<file path="config.mk">
export PLATFORM = sky130hd
export DESIGN_NAME = unidade_controle
export DESIGN_NICKNAME = d
export VERILOG_FILES = /design/src/rtl/unidade_controle.sv
export SDC_FILE = /design/constraint.sdc
export NUM_CORES = 1
export LEC_CHECK = 0
export CAP_MARGIN = 10
export CORE_AREA = 4 4 41 43
export DETAILED_ROUTE_END_ITERATION = 7
export DIE_AREA = 0 0 45 47
export DONT_BUFFER_PORTS = 1
export PLACE_DENSITY = 0.73
export RECOVER_POWER = 100
export SYNTH_ARGS = -nofsm -noshare
export SYNTH_HDL_FRONTEND = slang
export SYNTH_SLANG_ARGS = --single-unit
</file>
<file path="constraint.sdc">
create_clock -name clock -period 2 [get_ports clock]
set_input_delay 0.3 -clock clock [delete_from_list [all_inputs] [get_ports clock]]
set_output_delay 0.3 -clock clock [all_outputs]
set_load 0.01 [all_outputs]
</file>
<file path="src/rtl/unidade_controle.sv">
// Multicycle control unit: fetch, decode, ALU execute/writeback and
// immediate-byte fetch for LDI/BEQ/JMP, with a bus-timeout halt.
module unidade_controle #(
  parameter int CICLOS_ESPERA = 15
) (
  input  logic       clock,
  input  logic       reset,
  input  logic [7:0] Instrucao,
  input  logic       MemPronta,
  input  logic       Zero,
  output logic [1:0] ALUOp,
  output logic       MemLe,
  output logic       IREscreve,
  output logic       PCEscreve,
  output logic       RegEscreve,
  output logic       RegFonte,
  output logic       Parado,
  output logic       ErroBarramento,
  output logic       PCFonte,
  output logic [2:0] Estado
);

  typedef enum logic [2:0] {
    BUSCA   = 3'b000,
    DECOD   = 3'b001,
    EXEC    = 3'b010,
    ESCRITA = 3'b011,
    IMED    = 3'b100,
    PARADO  = 3'b101
  } estado_t;

  localparam logic [2:0] OP_LDI = 3'b100;
  localparam logic [2:0] OP_BEQ = 3'b101;
  localparam logic [2:0] OP_JMP = 3'b110;
  localparam logic [2:0] OP_HLT = 3'b111;

  localparam int CW = $clog2(CICLOS_ESPERA + 1);
  localparam logic [CW-1:0] LIMITE = CW'(CICLOS_ESPERA - 1);

  estado_t       estado, estado_nx;
  logic [CW-1:0] espera, espera_nx;
  logic [2:0]    opcode, opcode_nx;
  logic          zero_reg, zero_nx;
  logic          erro, erro_nx;

  // rd/rs belong to the datapath; only the opcode is kept here
  logic unused_campos;
  assign unused_campos = ^Instrucao[4:0];

  always_ff @(posedge clock) begin
    if (reset) begin
      estado   <= BUSCA;
      espera   <= '0;
      opcode   <= '0;
      zero_reg <= 1'b0;
      erro     <= 1'b0;
    end else begin
      estado   <= estado_nx;
      espera   <= espera_nx;
      opcode   <= opcode_nx;
      zero_reg <= zero_nx;
      erro     <= erro_nx;
    end
  end

  always_comb begin
    estado_nx  = estado;
    espera_nx  = '0;
    opcode_nx  = opcode;
    zero_nx    = zero_reg;
    erro_nx    = erro;
    ALUOp      = 2'b00;
    MemLe      = 1'b0;
    IREscreve  = 1'b0;
    PCEscreve  = 1'b0;
    RegEscreve = 1'b0;
    RegFonte   = 1'b0;
    PCFonte    = 1'b0;
    case (estado)
      BUSCA: begin
        MemLe = 1'b1;
        if (MemPronta) begin
          IREscreve = 1'b1;
          PCEscreve = 1'b1;
          opcode_nx = Instrucao[7:5];
          estado_nx = DECOD;
        end else if (espera == LIMITE) begin
          erro_nx   = 1'b1;
          estado_nx = PARADO;
        end else begin
          espera_nx = espera + 1'b1;
        end
      end
      DECOD: begin
        unique case (opcode)
          OP_HLT:         estado_nx = PARADO;
          OP_LDI, OP_JMP: estado_nx = IMED;
          default:        estado_nx = EXEC;
        endcase
      end
      EXEC: begin
        if (opcode == OP_BEQ) begin
          ALUOp     = 2'b10;
          zero_nx   = Zero;
          estado_nx = IMED;
        end else begin
          ALUOp     = opcode[1:0];
          estado_nx = ESCRITA;
        end
      end
      ESCRITA: begin
        ALUOp      = opcode[1:0];
        RegEscreve = 1'b1;
        estado_nx  = BUSCA;
      end
      IMED: begin
        MemLe = 1'b1;
        if (MemPronta) begin
          unique case (opcode)
            OP_LDI: begin
              RegEscreve = 1'b1;
              RegFonte   = 1'b1;
              PCEscreve  = 1'b1;
            end
            OP_JMP: begin
              PCEscreve = 1'b1;
              PCFonte   = 1'b1;
            end
            OP_BEQ: begin
              PCEscreve = 1'b1;
              PCFonte   = zero_reg;
            end
            default: ;
          endcase
          estado_nx = BUSCA;
        end else if (espera == LIMITE) begin
          erro_nx   = 1'b1;
          estado_nx = PARADO;
        end else begin
          espera_nx = espera + 1'b1;
        end
      end
      PARADO: estado_nx = PARADO;
      default: estado_nx = BUSCA;
    endcase
  end

  assign Parado         = (estado == PARADO);
  assign ErroBarramento = erro;
  assign Estado         = estado;

endmodule

</file>
* Word-level counts from Yosys, hierarchy flattened *
Index checks and enable logic that the tools add are counted.

operators by class
  equal/unequal tests = 10
  muxes and demuxes = 21
  bitwise gates (word level) = 2
  add/sub/neg operators = 1
  reduce and logical (&&, ||, !) cells = 8
  multipliers = 0
  divide/modulo/power cells = 0
  shift operators = 0
  magnitude comparators = 0

operator list
  kind                                                              number
  3-bit == test (second input constant)                             6
  3-bit one-hot mux with 5 select lines                             1
  3-bit 2-to-1 mux                                                  4
  1-bit 2-to-1 mux                                                  10
  3-bit by 2-bit == test with 1-bit output (second input constant)  2
  1-bit one-hot mux with 2 select lines                             3
  3-bit one-hot mux with 2 select lines                             1
  4-bit by 1-bit adder with 4-bit output (second input constant)    1
  4-bit == test (second input constant)                             1
  2-bit one-hot mux with 2 select lines                             1
  2-bit AND reduction                                               2
  2-bit OR reduction                                                2
  4-bit OR reduction                                                1
  3-bit by 1-bit == test with 1-bit output (second input constant)  1
  3-bit zero test                                                   1
  3-bit AND reduction                                               1
  3-bit OR reduction                                                1
  2-bit 2-to-1 mux                                                  1
  1-bit inverter                                                    2

word-level totals
  latch bits = 0
  output and inout bits = 13
  logic and storage cells = 47
  memory bits (writable) = 0
  ROM bits = 0
  memories = 0
  register bits after elaboration = 12

* Longest topological paths before layout *
  word-level depth = 5
  depth in mapped cells = 5

* Worst setup path after synthesis *
No wires, ideal clock.

  path type = reg-to-output
  start point = register estado[0], in the netlist Estado[0]
  end point = output port PCFonte
  arrival = 1.213 ns
  path slack = 0.487 ns
  required time = 1.700 ns
  stages on the path, launching flop included = 5
  cells stage by stage = dfxtp_1 -> buf_2 -> nor2_1 -> nand2_1 -> nor3_1

between the ends
  longest elaborated chain between the ends = 2

ends and longest elaborated chain
  item                    line  text
  from (decl)             40    estado_t estado, estado_nx;
  from (signal assigned)  58    estado <= estado_nx;
  3-bit == test           79    case (estado)
  1-bit 2-to-1 mux        79
  to (decl)               19    output logic PCFonte,

No other way between the ends.

* Final worst setup path *
  start point = register opcode[2]
  end point = output port RegEscreve

between the ends
  longest elaborated chain between the ends = 4

ends and longest elaborated chain
  item                                   line  text
  from (decl)                            42    logic [2:0] opcode, opcode_nx;
  from (signal assigned)                 60    opcode <= opcode_nx;
  3-bit == test                          119   unique case (opcode)
  1-bit 2-to-1 mux                       119
  1-bit 2-to-1 mux                       118   if (MemPronta) begin
  1-bit one-hot mux with 2 select lines  79
  to (decl)                              15    output logic RegEscreve,

No other way between the ends.

==> results_dict.tcl <==
set metrics [dict create \
    run_status "finished, final reports clean" \
    synth_common_cells "sky130_fd_sc_hd__dfxtp_1, sky130_fd_sc_hd__nand2_1, sky130_fd_sc_hd__nor2_1" \
    cts_max_path_buffers 2 \
    global_route.peak_usage_layer "met2" \
    syn_nets 97 \
    detail_route.wirelength_mm 1.42 \
    num_cts_buffers 3 \
    layout_setup_ws_ns 0.160 \
    rr_worst_depth 4 \
    synth.yosys.seq_area_share_pct 33.4 \
    async_flop_share_pct 0 \
    post-route-period-util_pct 92.0 \
    die-height_um 47 \
    worst_ep_arrival_time_ns 1.54 \
    peak_vdd_ir_uv 593 \
    grt_first_pass_wirelength_mm 2.48 \
    initial_core_util_pct 55.3 \
    critPathBufInv 1 \
    number_of_synthesized_flops_with_an_enable_pin 0 \
    max_flop_register "espera" \
    setup_tns_ns 0 \
    detailroute.via_count 614 \
    min-delay-path-class "input port to flop" \
    ys_ff_latch 12 \
    timing.max_slew.rel_slack_pct 62.9 \
    timing.critical_path.slowest_cell_delay_ns 0.53 \
    slew_viol_final 0 \
    num-nets-final 102 \
    skew_ns 0.00278 \
    postRouteAntennaNets 0 \
    power_density_nw_per_um2 855 \
    cts_num_sinks 12 \
    timing.hold.worst_path_depth 1 \
    row_count 13 \
    post_synth_main_area_contributors "sky130_fd_sc_hd__dfxtp_1, sky130_fd_sc_hd__nand2_1, sky130_fd_sc_hd__a21oi_1" \
    path_clk_slew_ns 0.08 \
    met1_use_gr_pct 22.4 \
    worstPathRequired_ns 1.70 \
    pin_count_of_the_biggest_net_entering_global_routing 14 \
    crit_path_start_kind "flop" \
    io-pin-count 25 \
    design.die.area_um2 2120 \
    crit_path_cell_trace "inv_1, or4b_1, o21ai_0" \
    post_drt_wl_per_cell_um 13.9 \
    ys_warn_count 0 \
    rsz0062_at_grt "no" \
    core-area_um2 1300 \
    preCtsSetupSlack_ns 0.339 \
    finalSetupViolCount 0 \
    detail_route.vias_per_cell 6.02 \
    first_pass_iters 4 \
    syn-instance-count 83 \
    finalHoldViolCount 0 \
    placedInstanceArea_um2 742 \
    globalRoute.totalOverflow 0 \
    synth_top_flop_cell "sky130_fd_sc_hd__dfxtp_1" \
    clock_tree_from_tritoncts "done" \
    worst-setup-path-type "flop to output port" \
    layout.filler_cells 129 \
    post_cts_hold_buffer_count 0 \
    share_of_layout_cells_above_drive_strength_1_pct 16.1 \
    min-delay-start "reset" \
    clock_insertion_delay_worst_skew_ns 0.27 \
    cp.depth 3 \
    track_usage_pct 16.3 \
    grt.met3_usage_pct 3.83 \
    area.growth.synth_to_final_pct 8.17 \
    synth.most_common_cell "sky130_fd_sc_hd__dfxtp_1" \
    clock-root-buffer "sky130_fd_sc_hd__clkbuf_4" \
    diodes 0 \
    groute.layer.met2.usage_pct 22.6 \
    place.port_buffers 0 \
    die_x_um 45 \
    yosysTopAreaCellShare_pct 33.4 \
    total_leakage_power_nw 0.286 \
    layout_min_cycle_time_ns 1.84 \
    first_global_vias 565 \
    drt_iter0_drc 15 \
    mappedNetlistArea_um2 719 \
    fmaxAchievable_ghz 0.544 \
    stdcell_area_um2 778 \
    synth_cell_type_count 35 \
    route.detailed.drc 0 \
    timing_worst_slew_pin_value_ns 0.554 \
    routability_driven_placement_congestion_ratio 0.735 \
    dp_hpwl_mm 1.07 \
    largest_register_ff_count 4 \
    h-tree-depth 1 \
    critical_path.endpoint_type "output port" \
    r2r-start "Estado[1]$_SDFF_PP0_" \
    critical-path-slowest-cell "sky130_fd_sc_hd__or4b_1" \
    path_max_fanout 2 \
    synth_top_cell_by_area "sky130_fd_sc_hd__dfxtp_1" \
    drv.max_cap_violation_count 0 \
    crit_start "opcode[2]$_SDFFE_PP0P_" \
    cts_setup_buffers 0 \
    critPathTopFamily "simple AND/OR/NAND/NOR gates" \
    syn_area_per_cell_um2 8.67 \
    grt_antenna_before_repair 0 \
]
## cells in the final DEF (no fill, tap or decap), drive strengths merged, types with 2 or more instances in the layout
cell	n
and2b	2
nand2b	2
nand3	2
clkbuf	4
a21oi	6
nand2	10
o21ai	2
dfxtp	12
xnor2	3
inv	4
nand3b	3
mux2i	3
ha	2
nor2	8
buf	4
nor2b	2
## power breakdown
group / internal [W] / switching, W
logic: 0.0000776 / 0.000105
clock network: 0.000111 / 0.0000827
registers: 0.000259 / 0.0000309
## metal layers
metal | vias up | routed length, um
met3 | 2 | 114
met4 | 0 | 8
li1 | 308 | -
met2 | 20 | 604
met1 | 284 | 695
met5 | - | 0
## stage by stage
stage | instances | hold WS [ns] | power, W | utilization [%]
final | 102 | 0.0869 | 0.000665 | 59.8
after global routing | 102 | 0.0678 | 0.000712 | 59.8
after CTS | 102 | 0.0786 | 0.000669 | 59.8
after detailed placement | 98 | 0.376 | 0.000477 | 57.0
after global placement | 98 | 0.371 | 0.000474 | 57.0
after floorplan | 83 | 0.369 | 0.000445 | -
## kinds of logic (layout without fill, tap and decap cells)
logic type / after synthesis / count (layout) / synth area share [%]
AOI/OAI and AO/OA: 16 / 16 / 16.7
buffers and inverters: 8 / 12 / 5.74
xor gates and xnor gates: 3 / 3 / 3.65
and+or+nand+nor: 39 / 39 / 32.9
adders and majority gates: 2 / 2 / 3.48
DFF: 12 / 12 / 33.4
muxes: 3 / 3 / 4.17
## final cells by class
cell class	instances	area [um2]	share of cell area, %
Multi-Input combinational cell	63	437	56.1
Inverter	4	15.0	1.93
Clock buffer	4	36.3	4.66
Tap cell	15	18.8	2.41
Sequential cell	12	241	31.0
Timing Repair Buffer	4	30.0	3.86
## timing repair
item,in CTS,in global routing
endpoints found under the setup margin,0,1
endpoints found under the hold margin,0,0
gates resized for setup,0,1
## final timing paths
| kind | end | slack [ns] |
|---|---|---|
| worst max-delay path | RegEscreve | 0.16 |
| worst max register to register | opcode[2]$_SDFFE_PP0P_ | 0.42 |
| worst min-delay path | opcode[1]$_SDFFE_PP0P_ | 0.09 |
| worst min register to register | espera[0]$_SDFF_PP0_ | 0.48 |
No activity file was read; power rests on OpenSTA's default activity.
